===== config.mk =====
export PLATFORM = sky130hd
export DESIGN_NAME = particle_streamer
export DESIGN_NICKNAME = d
export VERILOG_FILES = /design/src/rtl/particle_streamer_pkg.sv /design/src/rtl/particle_streamer.sv
export SDC_FILE = /design/constraint.sdc
export NUM_CORES = 1
export LEC_CHECK = 0
export CORE_MARGIN = 1.5
export CORE_UTILIZATION = 45
export CTS_CLUSTER_SIZE = 12
export DETAILED_ROUTE_END_ITERATION = 10
export PLACE_DENSITY = 0.75
export SETUP_SLACK_MARGIN = 0.5
export SYNTH_ARGS = -nofsm -noshare
export SYNTH_HDL_FRONTEND = slang
export SYNTH_SLANG_ARGS = --single-unit

===== constraint.sdc =====
create_clock -name clk_in -period 4.45 [get_ports clk_in]
set_input_delay 0.445 -clock clk_in [delete_from_list [all_inputs] [get_ports clk_in]]
set_output_delay 0.445 -clock clk_in [all_outputs]
set_load 0.05 [all_outputs]

===== src/rtl/particle_streamer_pkg.sv =====
// Shared state encoding, particle payload layout and half-float field helpers
// for the particle streamer.
package particle_streamer_pkg;

  localparam int unsigned COORD_W     = 16;
  localparam int unsigned PARTICLE_W  = 3 * COORD_W;
  localparam int unsigned HF_SIGN_BIT = 15;
  localparam int unsigned HF_EXP_MSB  = 14;
  localparam int unsigned HF_EXP_LSB  = 10;

  typedef enum logic [2:0] {
    S_IDLE       = 3'd0,
    S_FETCH      = 3'd1,
    S_WAIT_READY = 3'd2,
    S_EMIT       = 3'd3,
    S_HOLD       = 3'd4,
    S_DONE       = 3'd5
  } state_t;

  typedef struct packed {
    logic [COORD_W-1:0] x;
    logic [COORD_W-1:0] y;
    logic [COORD_W-1:0] z;
  } particle_t;

  // Behind the camera (negative z) or inf/NaN z are not worth rendering.
  function automatic logic hf_cull(input logic [COORD_W-1:0] z);
    return z[HF_SIGN_BIT] | (&z[HF_EXP_MSB:HF_EXP_LSB]);
  endfunction

endpackage


===== src/rtl/particle_streamer.sv =====
// Streams one frame of particle positions from position memory to the render stage.
// Optional culling of negative / non-finite z is enabled with `define STREAMER_CULL_EN.
module particle_streamer
  import particle_streamer_pkg::*;
#(
  parameter int unsigned NUM_PARTICLES = 64,
  parameter int unsigned ADDR_WIDTH    = 6,
  parameter int unsigned MEM_LATENCY   = 2,
  parameter int unsigned HOLDOFF       = 2
) (
  input  logic                  clk_in,
  input  logic                  rst_in,
  input  logic                  frame_start_in,
  input  logic                  render_ready_in,
  output logic [ADDR_WIDTH-1:0] mem_addr_out,
  input  logic [47:0]           mem_data_in,
  output logic [15:0]           f_x_out,
  output logic [15:0]           f_y_out,
  output logic [15:0]           f_z_out,
  output logic                  data_valid_out,
  output logic                  busy_out,
  output logic                  frame_done_out,
  output logic [ADDR_WIDTH:0]   cull_count_out
);

  localparam int unsigned LAT_W  = (MEM_LATENCY < 1) ? 1 : $clog2(MEM_LATENCY + 1);
  localparam int unsigned HOLD_W = (HOLDOFF < 2) ? 1 : $clog2(HOLDOFF);

  localparam logic [ADDR_WIDTH-1:0] LAST_IDX  = ADDR_WIDTH'(NUM_PARTICLES - 1);
  localparam logic [LAT_W-1:0]      LAT_LAST  = LAT_W'(MEM_LATENCY);
  localparam logic [HOLD_W-1:0]     HOLD_LAST = HOLD_W'((HOLDOFF == 0) ? 0 : HOLDOFF - 1);

  state_t                r_state;
  state_t                w_state_nxt;
  logic [ADDR_WIDTH-1:0] r_index;
  logic [ADDR_WIDTH-1:0] w_index_nxt;
  logic [LAT_W-1:0]      r_lat_cnt;
  logic [LAT_W-1:0]      w_lat_nxt;
  logic [HOLD_W-1:0]     r_hold_cnt;
  logic [HOLD_W-1:0]     w_hold_nxt;
  particle_t             r_data;
  particle_t             w_data_nxt;
  particle_t             r_out;
  particle_t             w_out_nxt;
  logic                  r_valid;
  logic                  w_valid_nxt;
  logic                  r_busy;
  logic                  w_busy_nxt;
  logic                  r_done;
  logic                  w_done_nxt;
  particle_t             w_mem;
  logic                  w_last;
  logic                  w_cull_hit;

  assign w_mem  = particle_t'(mem_data_in);
  assign w_last = (r_index == LAST_IDX);

`ifdef STREAMER_CULL_EN
  logic [ADDR_WIDTH:0] r_cull_cnt;
  logic [ADDR_WIDTH:0] w_cull_nxt;
  assign w_cull_hit     = hf_cull(w_mem.z);
  assign cull_count_out = r_cull_cnt;
`else
  assign w_cull_hit     = 1'b0;
  assign cull_count_out = '0;
`endif

  assign mem_addr_out   = r_index;
  assign f_x_out        = r_out.x;
  assign f_y_out        = r_out.y;
  assign f_z_out        = r_out.z;
  assign data_valid_out = r_valid;
  assign busy_out       = r_busy;
  assign frame_done_out = r_done;

  // Next-state and next-register values; strobes are computed on the transition
  // into EMIT/DONE so their registers are high exactly during those states.
  always_comb begin
    w_state_nxt = r_state;
    w_index_nxt = r_index;
    w_lat_nxt   = r_lat_cnt;
    w_hold_nxt  = r_hold_cnt;
    w_data_nxt  = r_data;
    w_out_nxt   = r_out;
    w_valid_nxt = 1'b0;
    w_busy_nxt  = r_busy;
    w_done_nxt  = 1'b0;
`ifdef STREAMER_CULL_EN
    w_cull_nxt  = r_cull_cnt;
`endif

    unique case (r_state)
      S_IDLE: begin
        if (frame_start_in) begin
          w_index_nxt = '0;
          w_lat_nxt   = '0;
          w_busy_nxt  = 1'b1;
`ifdef STREAMER_CULL_EN
          w_cull_nxt  = '0;
`endif
          w_state_nxt = S_FETCH;
        end
      end

      S_FETCH: begin
        if (r_lat_cnt == LAT_LAST) begin
          w_data_nxt = w_mem;
          w_lat_nxt  = '0;
          if (w_cull_hit) begin
`ifdef STREAMER_CULL_EN
            w_cull_nxt = r_cull_cnt + 1'b1;
`endif
            if (w_last) begin
              w_done_nxt  = 1'b1;
              w_state_nxt = S_DONE;
            end else begin
              w_index_nxt = r_index + 1'b1;
              w_state_nxt = S_FETCH;
            end
          end else begin
            w_state_nxt = S_WAIT_READY;
          end
        end else begin
          w_lat_nxt = r_lat_cnt + 1'b1;
        end
      end

      S_WAIT_READY: begin
        if (render_ready_in) begin
          w_out_nxt   = r_data;
          w_valid_nxt = 1'b1;
          w_state_nxt = S_EMIT;
        end
      end

      S_EMIT: begin
        w_hold_nxt  = '0;
        w_state_nxt = S_HOLD;
      end

      S_HOLD: begin
        if (r_hold_cnt == HOLD_LAST) begin
          if (w_last) begin
            w_done_nxt  = 1'b1;
            w_state_nxt = S_DONE;
          end else begin
            w_index_nxt = r_index + 1'b1;
            w_lat_nxt   = '0;
            w_state_nxt = S_FETCH;
          end
        end else begin
          w_hold_nxt = r_hold_cnt + 1'b1;
        end
      end

      S_DONE: begin
        w_busy_nxt  = 1'b0;
        w_state_nxt = S_IDLE;
      end

      default: begin
        w_busy_nxt  = 1'b0;
        w_state_nxt = S_IDLE;
      end
    endcase
  end

  always_ff @(posedge clk_in or posedge rst_in) begin
    if (rst_in) begin
      r_state    <= S_IDLE;
      r_index    <= '0;
      r_lat_cnt  <= '0;
      r_hold_cnt <= '0;
      r_data     <= '0;
      r_out      <= '0;
      r_valid    <= 1'b0;
      r_busy     <= 1'b0;
      r_done     <= 1'b0;
`ifdef STREAMER_CULL_EN
      r_cull_cnt <= '0;
`endif
    end else begin
      r_state    <= w_state_nxt;
      r_index    <= w_index_nxt;
      r_lat_cnt  <= w_lat_nxt;
      r_hold_cnt <= w_hold_nxt;
      r_data     <= w_data_nxt;
      r_out      <= w_out_nxt;
      r_valid    <= w_valid_nxt;
      r_busy     <= w_busy_nxt;
      r_done     <= w_done_nxt;
`ifdef STREAMER_CULL_EN
      r_cull_cnt <= w_cull_nxt;
`endif
    end
  end

endmodule


* Yosys cells after proc, flatten, opt, wreduce, memory -nomap -nowiden
Index checks and enable logic that the tools add are counted.
Word-level totals: register bits after elaboration 111, latch bits 0, memory bits (writable) 0, memory bits (read-only) 0, output and inout port bits 64, memories kept 0
Cells by class: $add $sub $neg 3, $mul 0, divide/modulo/power cells 0, order comparisons 0, equality and inequality tests 11, shift operators 0, muxes and demuxes 24, bitwise operators 1, reductions and logical operators 11
Operators with widths (count):
- two-way mux 6 bit | 3
- two-way mux 3 bit | 5
- one-hot mux 3 bit (5 select lines) | 1
- one-hot mux 6 bit (2 select lines) | 1
- AND reduction 4 bit | 3
- inequality test 2 bit, second input constant | 5
- two-way mux 2 bit | 4
- two-way mux 1 bit | 7
- adder 6 x 1 -> 6 bit, second input constant | 1
- == test 3 x 2 -> 1 bit, second input constant | 2
- == test 6 bit, second input constant | 1
- one-hot mux 2 bit (3 select lines) | 1
- AND reduction 2 bit | 3
- one-hot mux 1 bit (2 select lines) | 2
- nonzero test 2 bit | 2
- OR reduction 4 bit | 1
- == test 3 x 1 -> 1 bit, second input constant | 1
- == test 3 bit, second input constant | 1
- logical NOT 3 bit | 1
- nonzero test 3 bit | 1
- adder 2 x 1 -> 2 bit, second input constant | 1
- == test 2 bit, second input constant | 1
- adder 1 bit, second input constant | 1
- NOT 1 bit | 1

* Longest topological paths before layout
depth after elaboration 4, mapped depth 5, gate-level depth less buffers 5

* Worst setup path before layout
OpenSTA, ideal clock, no wires.
path kind flip-flop to flip-flop, start point register r_index[0], in the netlist mem_addr_out[0], end point register r_index[3], in the netlist mem_addr_out[3], library setup time 116 ps, data arrival time 1870 ps, path slack 2465 ps, stages on the path, launching flop included 6, buffers on the path 0, path through dfrtp_1 -> ha_1 -> and4_1 -> a21oi_1 -> nand2_1 -> o311ai_0
Between the ends: longest elaborated chain between the ends 4
RTL lines:
- start: declaration | line particle_streamer.sv:35 | logic [ADDR_WIDTH-1:0] r_index;
- start signal: assignment | line particle_streamer.sv:184 | r_index <= w_index_nxt;
- adder 6 x 1 -> 6 bit | line particle_streamer.sv:147 | w_index_nxt = r_index + 1'b1;
- two-way mux 6 bit | line particle_streamer.sv:143 | if (w_last) begin
- two-way mux 6 bit | line particle_streamer.sv:142 | if (r_hold_cnt == HOLD_LAST) begin
- one-hot mux 6 bit (2 select lines) | line particle_streamer.sv:92 | unique case (r_state)
Several ways; a longest one is shown, not always the timed one. The select of a mux whose other input is x is not followed. A chain may end at the register's enable or synchronous reset.

* Worst setup path after layout
start point register r_state[2], end point register r_out, in the netlist f_y_out[4]
Between the ends: longest elaborated chain between the ends 2
RTL lines:
- start: declaration | line particle_streamer.sv:33 | state_t r_state;
- start signal: assignment | line particle_streamer.sv:183 | r_state <= w_state_nxt;
- == test 3 x 2 -> 1 bit | line particle_streamer.sv:92
- AND reduction 2 bit (no source line)
- end signal: assignment | line particle_streamer.sv:188 | r_out <= w_out_nxt;
- end: declaration | line particle_streamer.sv:43 | particle_t r_out;
Every way passes these cells.

==> out/results.txt <==
Outcome = complete, no violations
Post-CTS Resized = 0
RR Startpoint = r_state[2]$_DFFE_PP0P_
Min Tclk post-route = 2.160 ns
VDD IR-drop max = 0.4000 mV
Post-Synth Simple-Gate Area = 5.006%
Min-delay src = r_data[7]$_DFFE_PP0P_
Ratio of final minimum period to clock period = 48.53%
Post-synthesis compound-gate area fraction = 4.306%
Hold buffer count at cts = 0
Pre-antenna DRT Iters = 4
Layout cell share with drive strength beyond 1 = 26.19%
Max Cap Viol = 0
Peak Freq = 463.1 MHz
Post-Syn Area = 4474 µm²
Commonest non-fill, non-tap cells in the layout = dfrtp_1 (111), clkdlybuf4s50_1 (108), mux2_2 (87), nand2_1 (11), mux2_1 (10)
Setup Buffers After CTS = 0
Required @ worst endpoint = 4.69 ns
Number of remaining DRC errors = 0
Pwr dens = 780.6 nW/µm²
Root buf cell = clkbuf_8
Unrepaired setup endpoints after global routing = false
Async S/R FF share, synth = 100.0%
Final instance area = 5819 µm²
Antenna diodes = 0
Die area = 10550 µm²
Setup TNS Final = 0 ns
Initial core utilization = 45.99%
Worst setup path category = flip-flop to flip-flop
Critical path data arrival time = 2.40 ns
Largest net degree at the start of global routing = 88
Synth Area in XOR/XNOR = 0%
Final wirelength = 8481 µm
Synth Flop Type = dfrtp_1
Dpl cell area = 5640 µm²
Mux cell area share after synthesis = 24.64%
Commonest non-fill, non-tap cell in the layout = dfrtp_1
Die H = 102.7 µm
Number of library cell types mapped by synthesis = 39
Placed wire-length estimate = 5705 µm
RD Place Congestion = 0.8271
Final setup viols = 0
DRT iter0 DRCs = 79
Layout area overhead = 30.06%
GRT busiest layer = met2
Min-Delay Path Class = flip-flop to flip-flop
Worst-path maximum fanout = 49
Clock transition at path regs = 0.10 ns
#FFs+latches synth = 111
# port buffers = 108
Crit start category = flip-flop
CP Capture Type = flip-flop
H-tree Lvls = 3
TritonCTS Sinks = 111
Initial antenna violation count = 0
Fin. Hold Viols = 0
Adder-cell share of the synthesized area = 0.2796%
Rows = 36
Slew margin rel. = 29.93%
Tot Pwr = 0.004543 W
Largest family of logic cells by synthesized area = multiplexers
Routed WL per cell = 15.34 µm
Gr ovfl total = 0
GRT met3 Usage = 3.119%
Layout Skew = 0.01226 ns
TritonCTS clock tree = yes
Global-route wire length before repair = 13330 µm
Post-synthesis sequential area ratio = 62.08%
Post-DR vias/cell = 5.081
Vias in the first global route = 2791
Die Wd = 102.7 µm
Antenna Nets Post-Route = 0
Pins over their slew limit = 0
EDFF count, synth = 0
Clock tree buffer depth = 2
Placed insts = 537
Number of top-level pins = 116
Syn_area_per_cell = 14.48 µm²
Timing startpoint of the critical path = r_state[2]$_DFFE_PP0P_
Core area = 9729 µm²
GR Util met1 = 20.91%
Met2 usage = 28.22%
Post-layout util = 59.81%
Clk Latency, worst-skew pair = 0.36 ns
Syn Inst Count = 309
Synth warn = 0
Leak pwr = 2.524 nW
Final Non-Filler Cells = 553
Total vias in the final route = 2810
Measured slew at the worst slew-check pin = 1.051 ns
Final #Nets = 468
Gr usage total = 16.32%
Number of buffers created by CTS = 9
flip-flops by register name, summed over array words and instances, names as in the netlist:
name / cells
r_data: 48
f_x_out: 16
f_y_out: 16
f_z_out: 16
mem_addr_out: 6
r_state: 3
r_lat_cnt: 2
busy_out: 1
data_valid_out: 1
frame_done_out: 1
r_hold_cnt: 1
layout make-up:
cell class	instances	area [µm²]
clock buffer	10	127.6
multi-input combinational	175	1564
clock inverter	6	51.30
inverter	7	28.78
sequential	111	2778
fill	843	3910
timing repair buffer	111	1104
tap	133	166.4
synth_stat cells (2+ instances only):
master	n	share of area (%)
buf_4	10	1.7
o311ai_0	2	0.39
nor2_1	7	0.59
buf_2	6	0.67
clkbuf_1	4	0.34
o21ai_0	7	0.78
a31oi_1	3	0.42
nand3b_1	3	0.50
nand2_1	11	0.92
inv_1	6	0.50
nand3_1	6	0.67
mux2_2	87	22
a21oi_1	6	0.67
nand4_1	2	0.28
dfrtp_1	111	62
nor3_1	2	0.22
a211o_1	2	0.39
and3_1	3	0.42
o211ai_1	2	0.34
mux2_1	10	2.5
power by group:
group          internal [W]  total, W  switching (W)
clock              0.000214  0.000553       0.000339
sequential          0.00149   0.00180       0.000318
combinational      0.000907   0.00218        0.00128
worst paths after layout:
| check | cells past startpoint | endpoint | slack (ns) |
|---|---|---|---|
| min | 1 | f_z_out[7]$_DFFE_PP0P_ | 0.50 |
| max in group asynchronous | 3 | frame_done_out$_DFF_PP0_ | 2.84 |
| max reg2reg | 3 | f_y_out[4]$_DFFE_PP0P_ | 2.29 |
| min in group asynchronous | 2 | r_data[10]$_DFFE_PP0P_ | 0.69 |
| max | 3 | f_y_out[4]$_DFFE_PP0P_ | 2.29 |
| min reg2reg | 1 | f_z_out[7]$_DFFE_PP0P_ | 0.50 |
cell families after synthesis:
kind of cell / count (synthesis)
AO/OA/AOI/OAI: 29
adder cells (fa/ha/maj): 1
buffers and inverters: 29
flip-flops: 111
multiplexers: 98
other: 1
AND/OR/NAND/NOR: 40
layer usage:
metal | up-vias | part of all wire (%) | wire [µm]
met3 | 9 | 4.5 | 384
met5 | - | 0 | 0
met2 | 76 | 52 | 4372
met1 | 1424 | 43 | 3632
met4 | 0 | 1.1 | 91
li1 | 1301 | - | -
worst max-delay path: stages (launching register included):
cell and delay (ns):
dfrtp_1 0.71, nor4b_4 0.32, buf_4 0.58, mux2_2 0.42
stage by stage:
step / hold slack [ns] / setup WS [ns]
after floorplan: 0.4522 / 1.074
after global placement: 0.4659 / 2.177
after detailed placement: 0.4775 / 2.164
after CTS: 0.5015 / 2.295
after global routing: 0.5127 / 2.128
final: 0.4971 / 2.291
(Power assumes the default switching activity.)
